$ cat config.mk
export PLATFORM = sky130hd
export DESIGN_NAME = rs15_9_encoder_flat
export DESIGN_NICKNAME = d
export VERILOG_FILES = /design/src/rtl/rs15_9_encoder_pkg.sv /design/src/rtl/rs15_9_encoder_if.sv /design/src/rtl/rs15_9_encoder_gf16_const_mul.sv /design/src/rtl/rs15_9_encoder.sv /design/src/flat_wrapper.sv
export SDC_FILE = /design/constraint.sdc
export NUM_CORES = 1
export LEC_CHECK = 0
export BUFFER_PORTS_ARGS = -buffer_cell sky130_fd_sc_hd__buf_2
export CORE_ASPECT_RATIO = 1.4
export CORE_MARGIN = 10
export CORE_UTILIZATION = 56
export CTS_CLUSTER_SIZE = 30
export DETAILED_ROUTE_END_ITERATION = 8
export PLACE_DENSITY = 0.87
export SLEW_MARGIN = 0
export SYNTH_ARGS = -nofsm -noshare
export SYNTH_HDL_FRONTEND = slang
export SYNTH_HIERARCHICAL = 1
export SYNTH_SLANG_ARGS = --single-unit
$ cat constraint.sdc
create_clock -name clk -period 4.3 [get_ports clk]
set_input_delay 0.215 -clock clk [delete_from_list [all_inputs] [get_ports clk]]
set_output_delay 0.215 -clock clk [all_outputs]
set_load 0.03 [all_outputs]
$ cat src/rtl/rs15_9_encoder_pkg.sv
// Shared constants, types and GF(16) helper for the RS(15,9) encoder.
package rs_pkg;

    localparam int unsigned SYM_W = 4;
    localparam int unsigned N     = 15;
    localparam int unsigned K     = 9;
    localparam int unsigned NPAR  = 6;
    localparam int unsigned MSG_W = K * SYM_W;
    localparam int unsigned CW_W  = N * SYM_W;
    localparam int unsigned CNT_W = 4;

    // x^4 + x + 1
    localparam logic [SYM_W:0] PRIM_POLY = 5'b10011;

    typedef logic [SYM_W-1:0] sym_t;

    // Generator coefficients g0..g5 (monic x^6 term implied)
    localparam sym_t G [NPAR] = '{4'hC, 4'hA, 4'hC, 4'h3, 4'h9, 4'h7};

    typedef logic [1:0] state_t;
    localparam state_t ST_IDLE  = 2'd0;
    localparam state_t ST_SHIFT = 2'd1;
    localparam state_t ST_DONE  = 2'd2;

    // Shift-and-add GF(16) multiply; reduces by the primitive polynomial.
    function automatic sym_t gf_mul(input sym_t a, input sym_t b);
        sym_t acc;
        sym_t sh;
        acc = '0;
        sh  = a;
        for (int unsigned i = 0; i < SYM_W; i++) begin
            if (b[i]) acc = acc ^ sh;
            sh = {sh[SYM_W-2:0], 1'b0} ^ (sh[SYM_W-1] ? PRIM_POLY[SYM_W-1:0] : sym_t'(0));
        end
        return acc;
    endfunction

endpackage

$ cat src/rtl/rs15_9_encoder_if.sv
// Message/codeword bus of the RS(15,9) encoder; RS_ENC_DONE_PULSE_EN adds encode_done.
interface rs15_9_encoder_if;
    import rs_pkg::*;

    logic [MSG_W-1:0] message;
    logic             encode_message;
    logic [CW_W-1:0]  encoded_message;
    logic             encoder_busy;
`ifdef RS_ENC_DONE_PULSE_EN
    logic             encode_done;

    modport master (output message, output encode_message,
                    input encoded_message, input encoder_busy, input encode_done);
    modport slave  (input message, input encode_message,
                    output encoded_message, output encoder_busy, output encode_done);
`else
    modport master (output message, output encode_message,
                    input encoded_message, input encoder_busy);
    modport slave  (input message, input encode_message,
                    output encoded_message, output encoder_busy);
`endif

endinterface

$ cat src/rtl/rs15_9_encoder_gf16_const_mul.sv
// Combinational GF(16) multiply of a symbol by a fixed coefficient.
module gf16_const_mul
    import rs_pkg::*;
#(
    parameter sym_t COEF = sym_t'(1)
) (
    input  sym_t sym_i,
    output sym_t prod_c
);

    assign prod_c = gf_mul(sym_i, COEF);

endmodule

$ cat src/rtl/rs15_9_encoder.sv
// Sequential systematic RS(15,9) encoder: 6-stage LFSR, one message symbol per clock.
// Optional macro RS_ENC_DONE_PULSE_EN adds a one-cycle encode_done output.
module rs15_9_encoder
    import rs_pkg::*;
(
    input  logic               clk,
    input  logic               rst_n,
    rs15_9_encoder_if.slave    bus
);

    state_t                  state_q, state_d;
    logic [CNT_W-1:0]        cnt_q, cnt_d;
    sym_t [K-1:0]            msg_q, msg_d;
    sym_t [NPAR-1:0]         par_q, par_d;
    logic [CW_W-1:0]         cw_q, cw_d;
    logic                    busy_q, busy_d;
    logic                    trk_q;
    logic                    done_q, done_d;

    logic                    req_c;
    sym_t                    fb_c;
    sym_t                    prod_c [NPAR];
    sym_t [NPAR-1:0]         shift_c;

    assign req_c = bus.encode_message ^ trk_q;
    assign fb_c  = msg_q[cnt_q] ^ par_q[NPAR-1];

    // One constant multiplier per generator tap, plus the shifted parity chain
    for (genvar k = 0; k < NPAR; k++) begin : g_tap
        gf16_const_mul #(.COEF(G[k])) u_mul (
            .sym_i  (fb_c),
            .prod_c (prod_c[k])
        );
        if (k == 0) begin : g_first
            assign shift_c[k] = prod_c[k];
        end else begin : g_rest
            assign shift_c[k] = par_q[k-1] ^ prod_c[k];
        end
    end

    // Next-state and datapath control
    always_comb begin
        state_d = state_q;
        cnt_d   = cnt_q;
        msg_d   = msg_q;
        par_d   = par_q;
        cw_d    = cw_q;
        busy_d  = busy_q;
        done_d  = 1'b0;

        case (state_q)
            ST_IDLE: begin
                if (req_c) begin
                    msg_d   = bus.message;
                    par_d   = '0;
                    cnt_d   = CNT_W'(K - 1);
                    busy_d  = 1'b1;
                    state_d = ST_SHIFT;
                end
            end
            ST_SHIFT: begin
                par_d = shift_c;
                if (cnt_q == '0) begin
                    state_d = ST_DONE;
                end else begin
                    cnt_d = cnt_q - CNT_W'(1);
                end
            end
            ST_DONE: begin
                cw_d    = {msg_q, par_q};
                busy_d  = 1'b0;
                done_d  = 1'b1;
                state_d = ST_IDLE;
            end
            default: begin
                busy_d  = 1'b0;
                state_d = ST_IDLE;
            end
        endcase
    end

    always_ff @(posedge clk or negedge rst_n) begin
        if (!rst_n) begin
            state_q <= ST_IDLE;
            cnt_q   <= '0;
            msg_q   <= '0;
            par_q   <= '0;
            cw_q    <= '0;
            busy_q  <= 1'b0;
            trk_q   <= 1'b0;
            done_q  <= 1'b0;
        end else begin
            state_q <= state_d;
            cnt_q   <= cnt_d;
            msg_q   <= msg_d;
            par_q   <= par_d;
            cw_q    <= cw_d;
            busy_q  <= busy_d;
            trk_q   <= bus.encode_message;
            done_q  <= done_d;
        end
    end

    assign bus.encoded_message = cw_q;
    assign bus.encoder_busy    = busy_q;

`ifdef RS_ENC_DONE_PULSE_EN
    assign bus.encode_done = done_q;
`else
    logic unused_done;
    assign unused_done = done_q;
`endif

endmodule

$ cat src/flat_wrapper.sv
// flat-port wrapper written by rule: the top's interface ports become plain ports
module rs15_9_encoder_flat import rs_pkg::*;
  (clk, rst_n, bus_message, bus_encode_message, bus_encoded_message, bus_encoder_busy);
  rs15_9_encoder_if bus_i ();
  input  logic clk;
  input  logic rst_n;
  input wire logic [$bits(bus_i.message)-1:0] bus_message;
  input wire logic [$bits(bus_i.encode_message)-1:0] bus_encode_message;
  output wire logic [$bits(bus_i.encoded_message)-1:0] bus_encoded_message;
  output wire logic [$bits(bus_i.encoder_busy)-1:0] bus_encoder_busy;
  assign bus_i.message = bus_message;
  assign bus_i.encode_message = bus_encode_message;
  assign bus_encoded_message = bus_i.encoded_message;
  assign bus_encoder_busy = bus_i.encoder_busy;
  rs15_9_encoder u_core (.clk(clk), .rst_n(rst_n), .bus(bus_i));
endmodule
==> qor.txt <==
Tcrit/Tclk final: 69.5%
Final Non-Filler Cells: 649
setup TNS: 0 ns
Layout fillers: 639
Die H: 140 um
Distinct cells, synth: 32
CTS tree: yes
starting density of the core: 57.6%
Crit Path Class: reg -> reg
Async S/R FF share, synth: 100%
detailed-route wire length: 12.4 mm
FF+latch count, synth: 128
final hold vios: 0
Detailed Routing Iterations Pass 1: 4
initial DRC count: 165
Routability Congestion: 0.834
global-route wire length before repair: 20.6 mm
Slew HR: 48.8%
Synth Flop Type: dfrtp_1
CTS-repair resized insts: 0
Post-synth EDFFs: 0
Root Driver: clkbuf_16
Ports: 100
post-DR vias/cell: 5.42
CTS buffer count: 17
total vias in the final route: 3518
Post-route DRC: 0
worst slew pin tran: 0.768 ns
clock skew after layout: 0.00578 ns
core footprint: 9950 um^2
Area Growth Syn to Fin: 21.1%
Final nets: 542
clk_lat worst skew: 0.41 ns
Setup Fix Bufs, Post-CTS: 0
post-route ant nets: 0
die area: 14700 um^2
clk slew on worst S/H paths: 0.06 ns
Die X: 106 um
CTS H-tree depth: 4
hold-fix buffer count after cts: 2
syn avg cell area: 14.4 um^2
crit path time final: 2.99 ns
Diodes inserted: 0
Final Max Slew Viols: 0
Crit. End Element: flop
arrival time of the worst setup path: 3.26 ns
dpl cells: 616
register area share after synthesis: 55.9%
detailed placer's ending HPWL: 8.69 mm
Syn Nets: 438
clk buf depth: 2
max-cap viol count: 0
Synth Instances: 398
outcome: complete, no violations
share of layout cells above drive strength 1: 46.3%
Worst Path Required: 4.57 ns
Cell Rows: 43
area of the mapped netlist: 5730 um^2
max frequency: 334 MHz
Final Setup Violations: 0
largest net degree at the start of global routing: 52
RSZ-0062 raised after global routing: false
Tot GR Track Use: 17.6%
number of global-route vias before repair: 3928
initial antenna violation count: 0
Ys Warns: 6
Congestion Overflow GR: 0
Sink Count: 128
type of origin of the critical path: flop
critical path fanouts, max: 16
Hold Path Class: in -> reg
IO buf count: 99
drt wl/cell: 19.2 um
-- layer usage --
layer / part of all wire [%] / track usage, % / wire, um / up-vias
li1: - / - / - / 1591
met2: 54 / 30.4 / 6690 / 112
met5: 0 / 0 / 0 / -
met4: 2.7 / 7.51 / 337 / 0
met3: 6.0 / 7.21 / 745 / 29
met1: 38 / 18.4 / 4670 / 1786
-- final timing paths --
kind,depth (start not counted),slack [ns],end,startpoint
max reg2reg,8,1.31,u_core/par_q[13],u_core/cnt_q[0]
min,2,0.03,u_core/msg_q[27],bus_message[27]
min reg2reg,1,0.50,u_core/bus.encoded_message[49],u_core/bus.encoded_message[49]
max in group asynchronous,3,2.95,u_core/bus.encoded_message[34],rst_n
max,8,1.31,u_core/par_q[13],u_core/cnt_q[0]
min in group asynchronous,2,0.33,u_core/bus.encoded_message[8],rst_n
-- cell type report --
class / count / area [um^2] / area share, %
inverter: 4 / 15.0 / 0.216
timing repair buffer: 109 / 578 / 8.33
clock buffer: 21 / 460 / 6.63
tap: 135 / 169 / 2.43
sequential: 128 / 3200 / 46.1
multi-input combinational: 242 / 2360 / 33.9
clock inverter: 10 / 160 / 2.31
-- cells in the mapped netlist (2+ instances only) --
master	count	area share [%]
o21ai_1	4	0.35
xnor2_1	28	4.3
buf_4	3	0.39
mux2_2	62	12
and2_1	2	0.22
buf_6	5	0.98
xor2_1	18	2.7
mux2i_1	8	1.4
xor3_1	3	1.2
nor2_1	5	0.33
mux2_4	34	8.9
mux4_1	4	1.8
xnor2_2	3	0.85
nand2_1	24	1.6
buf_2	7	0.61
dfrtp_1	128	56
inv_1	4	0.26
o21ai_0	22	1.9
a221o_1	4	0.70
a22o_1	4	0.61
clkbuf_1	8	0.52
nand3_1	8	0.70
-- placed cells by master (no fill, tap or decap), types with 8 or more instances in the layout --
| cell type | synthesis | final |
|---|---|---|
| nand2_1 | 24 | 23 |
| xnor2_1 | 28 | 28 |
| clkbuf_16 | 0 | 17 |
| mux2i_1 | 8 | 8 |
| dfrtp_1 | 128 | 128 |
| xor2_1 | 18 | 18 |
| mux2_2 | 62 | 62 |
| o21ai_0 | 22 | 22 |
| nand3_1 | 8 | 8 |
| buf_4 | 3 | 9 |
| mux2_4 | 34 | 34 |
| buf_2 | 7 | 98 |
-- per-stage QoR --
step                cell area, um^2  utilization (%)  hold WS, ns  setup WS (ns)
floorplan                      5730                -      -0.0806           1.20
detailed placement             6300             63.3        0.228           1.41
global placement               6300             63.3        0.213           1.52
CTS                            6940             69.7       0.0114           1.33
global route                   6940             69.7       0.0103           1.20
finish                         6940             69.7       0.0273           1.31
-- worst max-delay path, stage by stage, from the launching register on --
cell and delay (ns):
dfrtp_1 0.81, mux4_1 0.67, nor2_1 0.12, o21ai_1 0.09, xor2_1 0.17, buf_4 0.26, xor3_1 0.46, xnor2_1 0.16
o21ai_0 0.08
-- state kept, by name, indices dropped and copies added, names as in the netlist --
name,count
u_core/par_q,24
u_core/state_q,2
u_core/bus.encoder_busy,1
u_core/bus.encoded_message,60
u_core/msg_q,36
u_core/cnt_q,4
u_core/trk_q,1
-- logic make-up after synthesis --
group,Yosys count,share of synthesized area [%]
DFF,128,55.9
xor gates and xnor gates,52,9.12
adders and majority gates,1,0.218
muxes,108,24.3
and+or+nand+nor,45,3.51
AOI/OAI and AO/OA,36,3.86
buffers and inverters,28,3.12
Power is not shown: default switching activity piles up to over one toggle a cycle in this logic, so the estimate is an artifact.
